<file path="config.mk">
export PLATFORM = sky130hd
export DESIGN_NAME = board_char_store_flat
export DESIGN_NICKNAME = d
export VERILOG_FILES = /design/src/rtl/board_char_pkg.sv /design/src/rtl/board_char_store_if.sv /design/src/rtl/board_char_store_glyph_line_expand.sv /design/src/rtl/board_char_store.sv /design/src/flat_wrapper.sv
export SDC_FILE = /design/constraint.sdc
export NUM_CORES = 1
export LEC_CHECK = 0
export CORE_MARGIN = 2
export CORE_UTILIZATION = 25
export DETAILED_ROUTE_END_ITERATION = 10
export HOLD_SLACK_MARGIN = 0.1
export PLACE_DENSITY = 0.5
export SLEW_MARGIN = 5
export SYNTH_ARGS = -nofsm -noshare
export SYNTH_HDL_FRONTEND = slang
export SYNTH_SLANG_ARGS = --single-unit
</file>
<file path="constraint.sdc">
create_clock -name clk -period 8.1 [get_ports clk]
set_clock_uncertainty 0.2 [all_clocks]
set_input_delay 2.025 -clock clk [delete_from_list [all_inputs] [get_ports clk]]
set_output_delay 2.025 -clock clk [all_outputs]
set_load 0.02 [all_outputs]
</file>
<file path="src/rtl/board_char_pkg.sv">
// Shared types and the 5x5 font for the board number overlay.
package board_char_pkg;

    localparam int FONT_ROWS = 5;

    typedef enum logic [3:0] {
        CODE_EMPTY  = 4'd0,
        CODE_1      = 4'd1,
        CODE_2      = 4'd2,
        CODE_3      = 4'd3,
        CODE_4      = 4'd4,
        CODE_5      = 4'd5,
        CODE_6      = 4'd6,
        CODE_7      = 4'd7,
        CODE_8      = 4'd8,
        CODE_MINE   = 4'd9,
        CODE_FLAG   = 4'd10,
        CODE_HIDDEN = 4'd15
    } disp_code_t;

    typedef enum logic {
        ST_IDLE  = 1'b0,
        ST_CLEAR = 1'b1
    } clear_state_t;

    // Glyphs are stored top row first; within a row bit 4 is the leftmost pixel.
    function automatic logic [FONT_ROWS-1:0] font_row(input disp_code_t code, input logic [2:0] row);
        logic [FONT_ROWS*FONT_ROWS-1:0] glyph;
        case (code)
            CODE_1:    glyph = 25'b00100_01100_00100_00100_01110;
            CODE_2:    glyph = 25'b01110_10001_00110_01000_11111;
            CODE_3:    glyph = 25'b11110_00001_01110_00001_11110;
            CODE_4:    glyph = 25'b10010_10010_11111_00010_00010;
            CODE_5:    glyph = 25'b11111_10000_11110_00001_11110;
            CODE_6:    glyph = 25'b01110_10000_11110_10001_01110;
            CODE_7:    glyph = 25'b11111_00001_00010_00100_00100;
            CODE_8:    glyph = 25'b01110_10001_01110_10001_01110;
            CODE_MINE: glyph = 25'b10101_01110_11111_01110_10101;
            CODE_FLAG: glyph = 25'b11100_11110_11100_10000_10000;
            default:   glyph = '0;
        endcase
        font_row = '0;
        if (int'(row) < FONT_ROWS) begin
            font_row = glyph[(FONT_ROWS - 1 - int'(row)) * FONT_ROWS +: FONT_ROWS];
        end
    endfunction

endpackage

</file>
<file path="src/rtl/board_char_store_if.sv">
// Writer, reader and clear signals between game logic, the store and the drawing stage.
interface board_char_store_if #(
    parameter int PIX_W = 50
);
    logic [4:0]       button_num;
    logic [4:0]       char_x;
    logic [4:0]       char_y;
    logic [5:0]       char_line;
    logic [PIX_W-1:0] char_pixels;
    logic             wr_en;
    logic [4:0]       wr_x;
    logic [4:0]       wr_y;
    logic [3:0]       wr_code;
    logic             wr_ready;
    logic             clear_req;
    logic             busy;

    modport master (
        output button_num, char_x, char_y, char_line,
        output wr_en, wr_x, wr_y, wr_code, clear_req,
        input  char_pixels, wr_ready, busy
    );

    modport slave (
        input  button_num, char_x, char_y, char_line,
        input  wr_en, wr_x, wr_y, wr_code, clear_req,
        output char_pixels, wr_ready, busy
    );
endinterface

</file>
<file path="src/rtl/board_char_store_glyph_line_expand.sv">
// Second read stage: font lookup and horizontal pixel replication into a registered glyph line.
module glyph_line_expand
    import board_char_pkg::*;
#(
    parameter  int GLYPH_SCALE = 10,
    localparam int PIX_W       = FONT_ROWS * GLYPH_SCALE
) (
    input  logic             clk,
    input  logic             rst,
    input  disp_code_t       code,
    input  logic [2:0]       row,
    input  logic             valid,
    output logic [PIX_W-1:0] char_pixels
);

    logic [FONT_ROWS-1:0] font_bits;
    logic [PIX_W-1:0]     pix_d;
    logic [PIX_W-1:0]     pix_q;

    always_comb begin
        font_bits = font_row(code, row);
        pix_d     = '0;
        if (valid) begin
            for (int b = 0; b < FONT_ROWS; b++) begin
                pix_d[b*GLYPH_SCALE +: GLYPH_SCALE] = {GLYPH_SCALE{font_bits[b]}};
            end
        end
    end

    always_ff @(posedge clk) begin
        if (rst) pix_q <= '0;
        else     pix_q <= pix_d;
    end

    assign char_pixels = pix_q;

endmodule

</file>
<file path="src/rtl/board_char_store.sv">
// Per-field display code store with a board-clear sequencer and a 2-cycle glyph line read path.
module board_char_store
    import board_char_pkg::*;
#(
    parameter int MAX_FIELDS  = 16,
    parameter int GLYPH_SCALE = 10
) (
    input  logic               clk,
    input  logic               rst,
    board_char_store_if.slave  bus
);

    localparam int ENTRIES = MAX_FIELDS * MAX_FIELDS;
    localparam int IDX_W   = $clog2(ENTRIES);
    localparam int LINES   = FONT_ROWS * GLYPH_SCALE;

    clear_state_t     state_q, state_d;
    logic [IDX_W-1:0] idx_q, idx_d;
    logic             busy_q, busy_d;
    logic             clr_we;
    logic             usr_we;
    logic [IDX_W-1:0] wr_idx;
    logic [IDX_W-1:0] rd_idx;
    logic [3:0]       mem_q [ENTRIES];
    logic [3:0]       rd_code_q;
    logic             valid_q, valid_d;
    logic [2:0]       row_q, row_d;

    // NOTE: every signal gets a default before the case so no path infers a latch.
    always_comb begin
        state_d = state_q;
        idx_d   = idx_q;
        clr_we  = 1'b0;
        usr_we  = 1'b0;
        wr_idx  = IDX_W'(int'(bus.wr_y) * MAX_FIELDS + int'(bus.wr_x));
        case (state_q)
            ST_CLEAR: begin
                clr_we = 1'b1;
                if (bus.clear_req) begin
                    idx_d = '0;
                end else if (idx_q == IDX_W'(ENTRIES - 1)) begin
                    state_d = ST_IDLE;
                    idx_d   = '0;
                end else begin
                    idx_d = idx_q + 1'b1;
                end
            end
            default: begin
                // A clear request in the same cycle as a write drops the write.
                if (bus.clear_req) begin
                    state_d = ST_CLEAR;
                    idx_d   = '0;
                end else begin
                    usr_we = bus.wr_en && !busy_q &&
                             (int'(bus.wr_x) < MAX_FIELDS) && (int'(bus.wr_y) < MAX_FIELDS);
                end
            end
        endcase
        busy_d = (state_d == ST_CLEAR);
    end

    // Row select is a comparator chain over the glyph lines rather than a divider.
    always_comb begin
        rd_idx = IDX_W'(int'(bus.char_y) * MAX_FIELDS + int'(bus.char_x));
        row_d  = '0;
        for (int k = FONT_ROWS - 1; k >= 0; k--) begin
            if (int'(bus.char_line) < (k + 1) * GLYPH_SCALE) row_d = 3'(k);
        end
        valid_d = (bus.char_x < bus.button_num) && (bus.char_y < bus.button_num) &&
                  (int'(bus.char_line) < LINES) && !busy_q;
    end

    // NOTE: non-blocking assignments so every flop samples the pre-edge values.
    always_ff @(posedge clk) begin
        if (rst) begin
            state_q <= ST_CLEAR;
            idx_q   <= '0;
            busy_q  <= 1'b1;
            valid_q <= 1'b0;
            row_q   <= '0;
        end else begin
            state_q <= state_d;
            idx_q   <= idx_d;
            busy_q  <= busy_d;
            valid_q <= valid_d;
            row_q   <= row_d;
        end
    end

    // NOTE: storage has no reset; the clear sequencer that follows reset initialises it.
    always_ff @(posedge clk) begin
        if (clr_we)      mem_q[idx_q]  <= CODE_HIDDEN;
        else if (usr_we) mem_q[wr_idx] <= bus.wr_code;
        rd_code_q <= mem_q[rd_idx];
    end

    glyph_line_expand #(
        .GLYPH_SCALE (GLYPH_SCALE)
    ) u_expand (
        .clk         (clk),
        .rst         (rst),
        .code        (disp_code_t'(rd_code_q)),
        .row         (row_q),
        .valid       (valid_q),
        .char_pixels (bus.char_pixels)
    );

    assign bus.wr_ready = !busy_q;
    assign bus.busy     = busy_q;

endmodule
</file>
<file path="src/flat_wrapper.sv">
// flat-port wrapper written by rule: the top's interface ports become plain ports
module board_char_store_flat import board_char_pkg::*;
#(
    parameter int MAX_FIELDS  = 16,
    parameter int GLYPH_SCALE = 10
)
  (clk, rst, bus_button_num, bus_char_x, bus_char_y, bus_char_line, bus_wr_en, bus_wr_x, bus_wr_y, bus_wr_code, bus_clear_req, bus_char_pixels, bus_wr_ready, bus_busy);
  board_char_store_if bus_i ();
  input  logic clk;
  input  logic rst;
  input wire logic [$bits(bus_i.button_num)-1:0] bus_button_num;
  input wire logic [$bits(bus_i.char_x)-1:0] bus_char_x;
  input wire logic [$bits(bus_i.char_y)-1:0] bus_char_y;
  input wire logic [$bits(bus_i.char_line)-1:0] bus_char_line;
  input wire logic [$bits(bus_i.wr_en)-1:0] bus_wr_en;
  input wire logic [$bits(bus_i.wr_x)-1:0] bus_wr_x;
  input wire logic [$bits(bus_i.wr_y)-1:0] bus_wr_y;
  input wire logic [$bits(bus_i.wr_code)-1:0] bus_wr_code;
  input wire logic [$bits(bus_i.clear_req)-1:0] bus_clear_req;
  output wire logic [$bits(bus_i.char_pixels)-1:0] bus_char_pixels;
  output wire logic [$bits(bus_i.wr_ready)-1:0] bus_wr_ready;
  output wire logic [$bits(bus_i.busy)-1:0] bus_busy;
  assign bus_i.button_num = bus_button_num;
  assign bus_i.char_x = bus_char_x;
  assign bus_i.char_y = bus_char_y;
  assign bus_i.char_line = bus_char_line;
  assign bus_i.wr_en = bus_wr_en;
  assign bus_i.wr_x = bus_wr_x;
  assign bus_i.wr_y = bus_wr_y;
  assign bus_i.wr_code = bus_wr_code;
  assign bus_i.clear_req = bus_clear_req;
  assign bus_char_pixels = bus_i.char_pixels;
  assign bus_wr_ready = bus_i.wr_ready;
  assign bus_busy = bus_i.busy;
  board_char_store #(.MAX_FIELDS(MAX_FIELDS), .GLYPH_SCALE(GLYPH_SCALE)) u_core (.clk(clk), .rst(rst), .bus(bus_i));
endmodule
</file>
==> results.yml, run 1 <==
run_status:
  status: "completed"
setup_path:
  startpoint: "bus_char_x[3]"
  crit_path_max_fanout: 29
  reg2reg_from: "u_core.row_q[0]$_SDFF_PP0_"
  critPathArrivalTime_ps: 5940
  startpoint_type: "primary input"
  required_ps: 8450
  crit_type: "primary input to register"
  crit_path_end_kind: "register"
detailed_routing:
  wl_per_cell_um: 22.8
  firstDrtPassIters: 5
  vias_per_cell: 4.63
  ant_nets: 0
  vias: 22500
  drc: 0
  routed_wl_um: 111000
  drt-initial-drc-count: 2260
timing:
  worst_slew_pin_slew_ps: 1160
  tns_ps: 0
  period_share_pct: 68.9
  max_slew_margin_pct: 21.6
  fin_crit_ps: 5580
  finalHoldViolCount: 0
  maxClockFrequency_mhz: 179
  rsz0062_at_grt: "no"
  final-max-slew-violation-count: 0
  setup-violations-final: 0
layout:
  final_common_cell: "edfxtp_1"
  antennaDiodeCount: 0
  final_cell_mix: "edfxtp_1, nor2_1, mux4_2"
  area.sequential_um2: 31200
  syn2layout_area_growth_pct: 15.3
  final_cells: 4866
  multi_input_area_um2: 10900
  final_nets: 2541
  fill_cells: 17000
  layout-drive-gt1-share_pct: 19.1
global_route:
  grt_max_degree: 200
  grtUsageTotal_pct: 12.5
  grt_remaining_overflow: 0
  grt_pass1_wl_um: 162000
  grt_pass1_vias: 23000
  antenna_found_initial: 2
synth:
  syn_inst: 2423
  synth_compound_area_share_pct: 5.04
  ys_seq_area_share_pct: 72.2
  synth_warnings: 0
  syn_area_um2: 43200
  synth_ff_type: "edfxtp_1"
  syn_area_per_cell_um2: 17.8
  synthXorXnorAreaFrac_pct: 0.261
  syn-num-nets: 2487
  synth_top_family_by_area: "multiplexers"
  synth-simple-area-share_pct: 5.36
  synth-edff-count: 1024
  ys_types: 75
  synth_seq_cells: 1046
  synthAdderAreaFrac_pct: 0.742
  synthMuxAreaShare_pct: 13.8
  async_flop_share_pct: 0
die:
  start_util_pct: 25.2
  dieArea_um2: 176000
  io_pins: 91
  dieWidth_um: 420
  die_h_um: 420
  core_area_um2: 172000
  std_cell_rows: 152
min_path:
  hp-class: "register to register"
  min_from: "u_core.idx_q[6]$_SDFFE_PP0P_"
clock_network:
  clk_latency_ps: 700
  cts_root_buffer: "clkbuf_16"
  h-tree-depth: 3
  cts_setup_buffers: 0
  path_clk_slew_ps: 60
  clockBufferDepth: 3
  ctsHoldBuffers: 0
  cts_resized: 0
  cts_tree: "built"
  cts.sinks: 1046
  cts_buffers: 102
placement:
  dp_cells: 4683
  io_buffer_count: 89
  dpl.hpwl_um: 66800
  place_congestion: 0.808
power_and_ir_drop:
  irDropWorstVdd_mv: 0.154
  power_density_nw_per_um2: 225
  p_leak_nw: 16.1
flow_run:
  maxCapViolCount: 0
==> state kept, by name, summed over array words and instances (netlist names) <==
register	cells
u_core.u_expand.char_pixels	5
u_core.state_q	1
u_core.mem_q	1024
u_core.row_q	3
u_core.rd_code_q	4
u_core.valid_q	1
u_core.idx_q	8
==> through the flow <==
step	util, %	hold slack (ps)	power [mW]	setup WS [ps]	area, um2
global placement	27.1	339	6.58	1790	46500
detailed placement	27.1	338	6.58	1820	46500
global route	29.0	400	11.6	2380	49800
CTS	29.0	348	11.3	2570	49800
finish	29.0	349	11.2	2520	49800
floorplan	-	291	6.37	1350	43200
==> metal layers <==
metal	share of wire, %	track usage (%)	vias to the layer above
li1	-	-	9845
met1	45	17.5	11900
met2	47	20.0	685
met3	5.4	2.33	134
met4	2.1	2.98	0
met5	0	0	-
==> power by group <==
| part | leakage (nW) | internal [mW] | total, mW | switching [mW] |
|---|---|---|---|---|
| registers | 10.8 | 5.85 | 5.87 | 0.0165 |
| clock network | 1.60 | 2.67 | 4.74 | 2.07 |
| logic | 3.74 | 0.224 | 0.594 | 0.371 |
| total | 16.1 | 8.75 | 11.2 | 2.45 |
==> synth_stat cells, types with 24 or more instances <==
cell / n / area share, %
nand2_1: 66 / 0.57
mux4_2: 257 / 13
ha_1: 24 / 0.70
clkbuf_1: 87 / 0.76
o21ai_0: 41 / 0.48
a21oi_1: 89 / 1.0
edfxtp_1: 1024 / 71
nand2b_1: 27 / 0.39
buf_4: 57 / 0.99
a22oi_1: 115 / 2.0
nor2_1: 316 / 2.7
buf_2: 40 / 0.46
==> worst paths after layout <==
kind / endpoint / slack, ps / cells past startpoint
hold reg to reg: u_core.idx_q[6]$_SDFFE_PP0P_ / 350 / 2
setup reg to reg: u_core.u_expand.char_pixels[38]$_SDFF_PP0_ / 2840 / 14
hold / removal: u_core.idx_q[6]$_SDFFE_PP0P_ / 350 / 2
setup / recovery: u_core.rd_code_q[3]$_DFF_P_ / 2520 / 7
==> logic make-up after synthesis <==
logic type / Yosys count
adder cells (fa/ha/maj): 25
AO/OA/AOI/OAI: 333
flip-flops: 1046
buffers and inverters: 214
AND/OR/NAND/NOR: 520
XOR/XNOR: 12
multiplexers: 273
==> worst max-delay path, stage by stage <==
cell and delay (ps):
clkdlybuf4s50_1 910, and2_2 780, a22oi_1 500, a21oi_1 180, nor4_1 880, nor2_1 170
or3_1 450
==> layout make-up <==
class	count	area share, %
repair buffers	146	2.91
multi-input cells	1163	22.0
well taps	2310	5.80
flip-flops and latches	1046	62.6
clock buffers	124	5.38
clock inverters	59	1.19
inverters	18	0.136
Power figures use the tool's default switching activity.
==> run 2, diff against run 1 <==
==> constraint.sdc (replaced) <==
create_clock -name clk -period 5.7 [get_ports clk]
set_clock_uncertainty 0.2 [all_clocks]
set_input_delay 1.425 -clock clk [delete_from_list [all_inputs] [get_ports clk]]
set_output_delay 1.425 -clock clk [all_outputs]
set_load 0.02 [all_outputs]
==> run 2 against run 1 <==
  * Sequential share of layout area fell by 1.3 points
  * Non-clock buffer count increased by 90
  * Flip-flop and latch count did not move
  * Hold slack improved by 5.9 ps
  * Critical path depth rose by 6
  * Clock power is 49% higher
  * Core utilization increased by 0.59 points
  * Largest cell class unchanged
==> results.yml, run 2 (synthesis results as in run 1) <==
clock_network:
  cts_setup_buffers: 0
  cts_root_buffer: "clkbuf_16"
  ctsHoldBuffers: 0
  cts_buffers: 105
  cts_tree: "built"
  h-tree-depth: 3
  clockBufferDepth: 3
  clk_latency_ps: 720
  path_clk_slew_ps: 70
  cts.sinks: 1046
  cts_resized: 0
global_route:
  grt_max_degree: 158
  gr-usage-met3_pct: 2.32
  use_met2_pct: 20.7
  met1_usage_pct: 17.5
  grtUsageTotal_pct: 12.6
  grt_pass1_vias: 23300
  antenna_found_initial: 0
  grt_remaining_overflow: 0
  grt_pass1_wl_um: 164000
  grt_busiest_layer: "met2"
min_path:
  hp-class: "register to register"
layout:
  final_cell_mix: "edfxtp_1, nor2_1, mux4_2"
  layout-drive-gt1-share_pct: 22.2
  final_common_cell: "edfxtp_1"
  area.sequential_um2: 31200
  largest_reg_flops: 1024
  final_nets: 2634
  syn2layout_area_growth_pct: 17.7
  antennaDiodeCount: 0
  multi_input_area_um2: 10900
  utilization_pct: 29.6
  largest-register: "u_core.mem_q"
  fill_cells: 16900
power_and_ir_drop:
  p_leak_nw: 16.7
  power_density_nw_per_um2: 320
  total_power_mw: 16.3
  irDropWorstVdd_mv: 0.207
setup_path:
  cp_slowest_cell: "or4_1"
  startpoint_type: "register"
  required_ps: 6090
  crit_type: "register to register"
  crit_chain: "inv_1 -> ha_1 -> xnor2_2 -> clkinv_1 -> ha_1 -> ha_1 -> a21oi_1 -> o21ai_1 -> nand2_1 -> or4_1 -> a31oi_1 -> a32oi_1 -> o211ai_1"
  crit_path_max_fanout: 13
  cpPeakStageDelay_ps: 610
  crit_path_end_kind: "register"
  critPathArrivalTime_ps: 5100
  critPathTopFamily: "compound AO/OA/AOI/OAI gates"
  cp_num_buf_inv: 2
  crit_top_cell: "ha_1"
detailed_routing:
  routed_wl_um: 112000
  ant_nets: 0
  drc: 0
  firstDrtPassIters: 7
  vias_per_cell: 4.61
  wl_per_cell_um: 22.6
  drt-initial-drc-count: 2595
  vias: 22900
die:
  dieArea_um2: 176000
  die_h_um: 420
  io_pins: 91
  dieWidth_um: 420
  core_area_um2: 172000
  start_util_pct: 25.2
  std_cell_rows: 152
placement:
  dpl.hpwl_um: 70700
  place_congestion: 0.815
  io_buffer_count: 89
  place_ws_ps: 612
timing:
  fin_ws_ps: 990
  finalHoldViolCount: 0
  max_slew_margin_pct: 26.1
  fin_crit_ps: 4710
  final-max-slew-violation-count: 0
  maxClockFrequency_mhz: 212
  period_share_pct: 82.6
  rsz0062_at_grt: "no"
  worst_slew_pin_slew_ps: 1100
  setup-violations-final: 0
flow_run:
  maxCapViolCount: 0
run_status:
  status: "completed"
[run 2: cell types whose count changed in the layout (fill, tap and decap cells not counted), moves of 4 or more]
cell        before  now
buf_12          10   18
clkbuf_8         0    4
clkbuf_1        20   28
buf_4           47  129
clkinvlp_4       1    6
clkinv_1        22   14
[run 2: worst paths after layout]
kind                                                    from                                          to  slack, ps  cells after the start
worst max-delay path              u_core.row_q[0]$_SDFF_PP0_  u_core.u_expand.char_pixels[38]$_SDFF_PP0_        990                     13
worst min-delay path            u_core.idx_q[7]$_SDFFE_PP0P_                u_core.idx_q[7]$_SDFFE_PP0P_        350                      1
worst max register to register    u_core.row_q[0]$_SDFF_PP0_  u_core.u_expand.char_pixels[38]$_SDFF_PP0_        990                     13
worst min register to register  u_core.idx_q[7]$_SDFFE_PP0P_                u_core.idx_q[7]$_SDFFE_PP0P_        350                      1
[run 2: power by group]
group	internal, mW	total [mW]	switching, mW
clock	4.10	7.07	2.97
combinational	0.339	0.874	0.535
sequential	8.32	8.33	0.0153
[run 2: final cells by class]
| type | count | share of cell area (%) |
|---|---|---|
| sequential | 1046 | 61.4 |
| multi-input combinational | 1163 | 21.5 |
| inverter | 18 | 0.133 |
| clock inverter | 57 | 1.33 |
| timing repair buffer | 236 | 4.38 |
| clock buffer | 139 | 5.58 |
| tap | 2310 | 5.69 |
[run 2: worst reg2reg max path, delay by kind of cell (launching register included)]
| family | cells | cell delay (ps) |
|---|---|---|
| adders and majority gates | 3 | 970 |
| and+or+nand+nor | 2 | 1040 |
| buffers and inverters | 2 | 510 |
| DFF | 1 | 330 |
| xor gates and xnor gates | 1 | 500 |
| AOI/OAI and AO/OA | 5 | 1050 |
[run 2: metal layers]
| metal | wire, um | up-vias | part of all wire, % |
|---|---|---|---|
| met1 | 49600 | 12100 | 44 |
| met4 | 2120 | 0 | 1.9 |
| li1 | - | 10000 | - |
| met2 | 53800 | 681 | 48 |
| met3 | 6630 | 151 | 5.9 |
| met5 | 0 | - | 0 |
[run 2: stage by stage]
step,std cells,hold slack [ps],cell area (um2),setup TNS [ps]
final,4969,355,50800,0
after global routing,4969,398,50800,0
after CTS,4969,354,50800,0
after detailed placement,4773,339,47300,0
after global placement,4773,331,47300,0
after floorplan,2423,291,43200,-463460
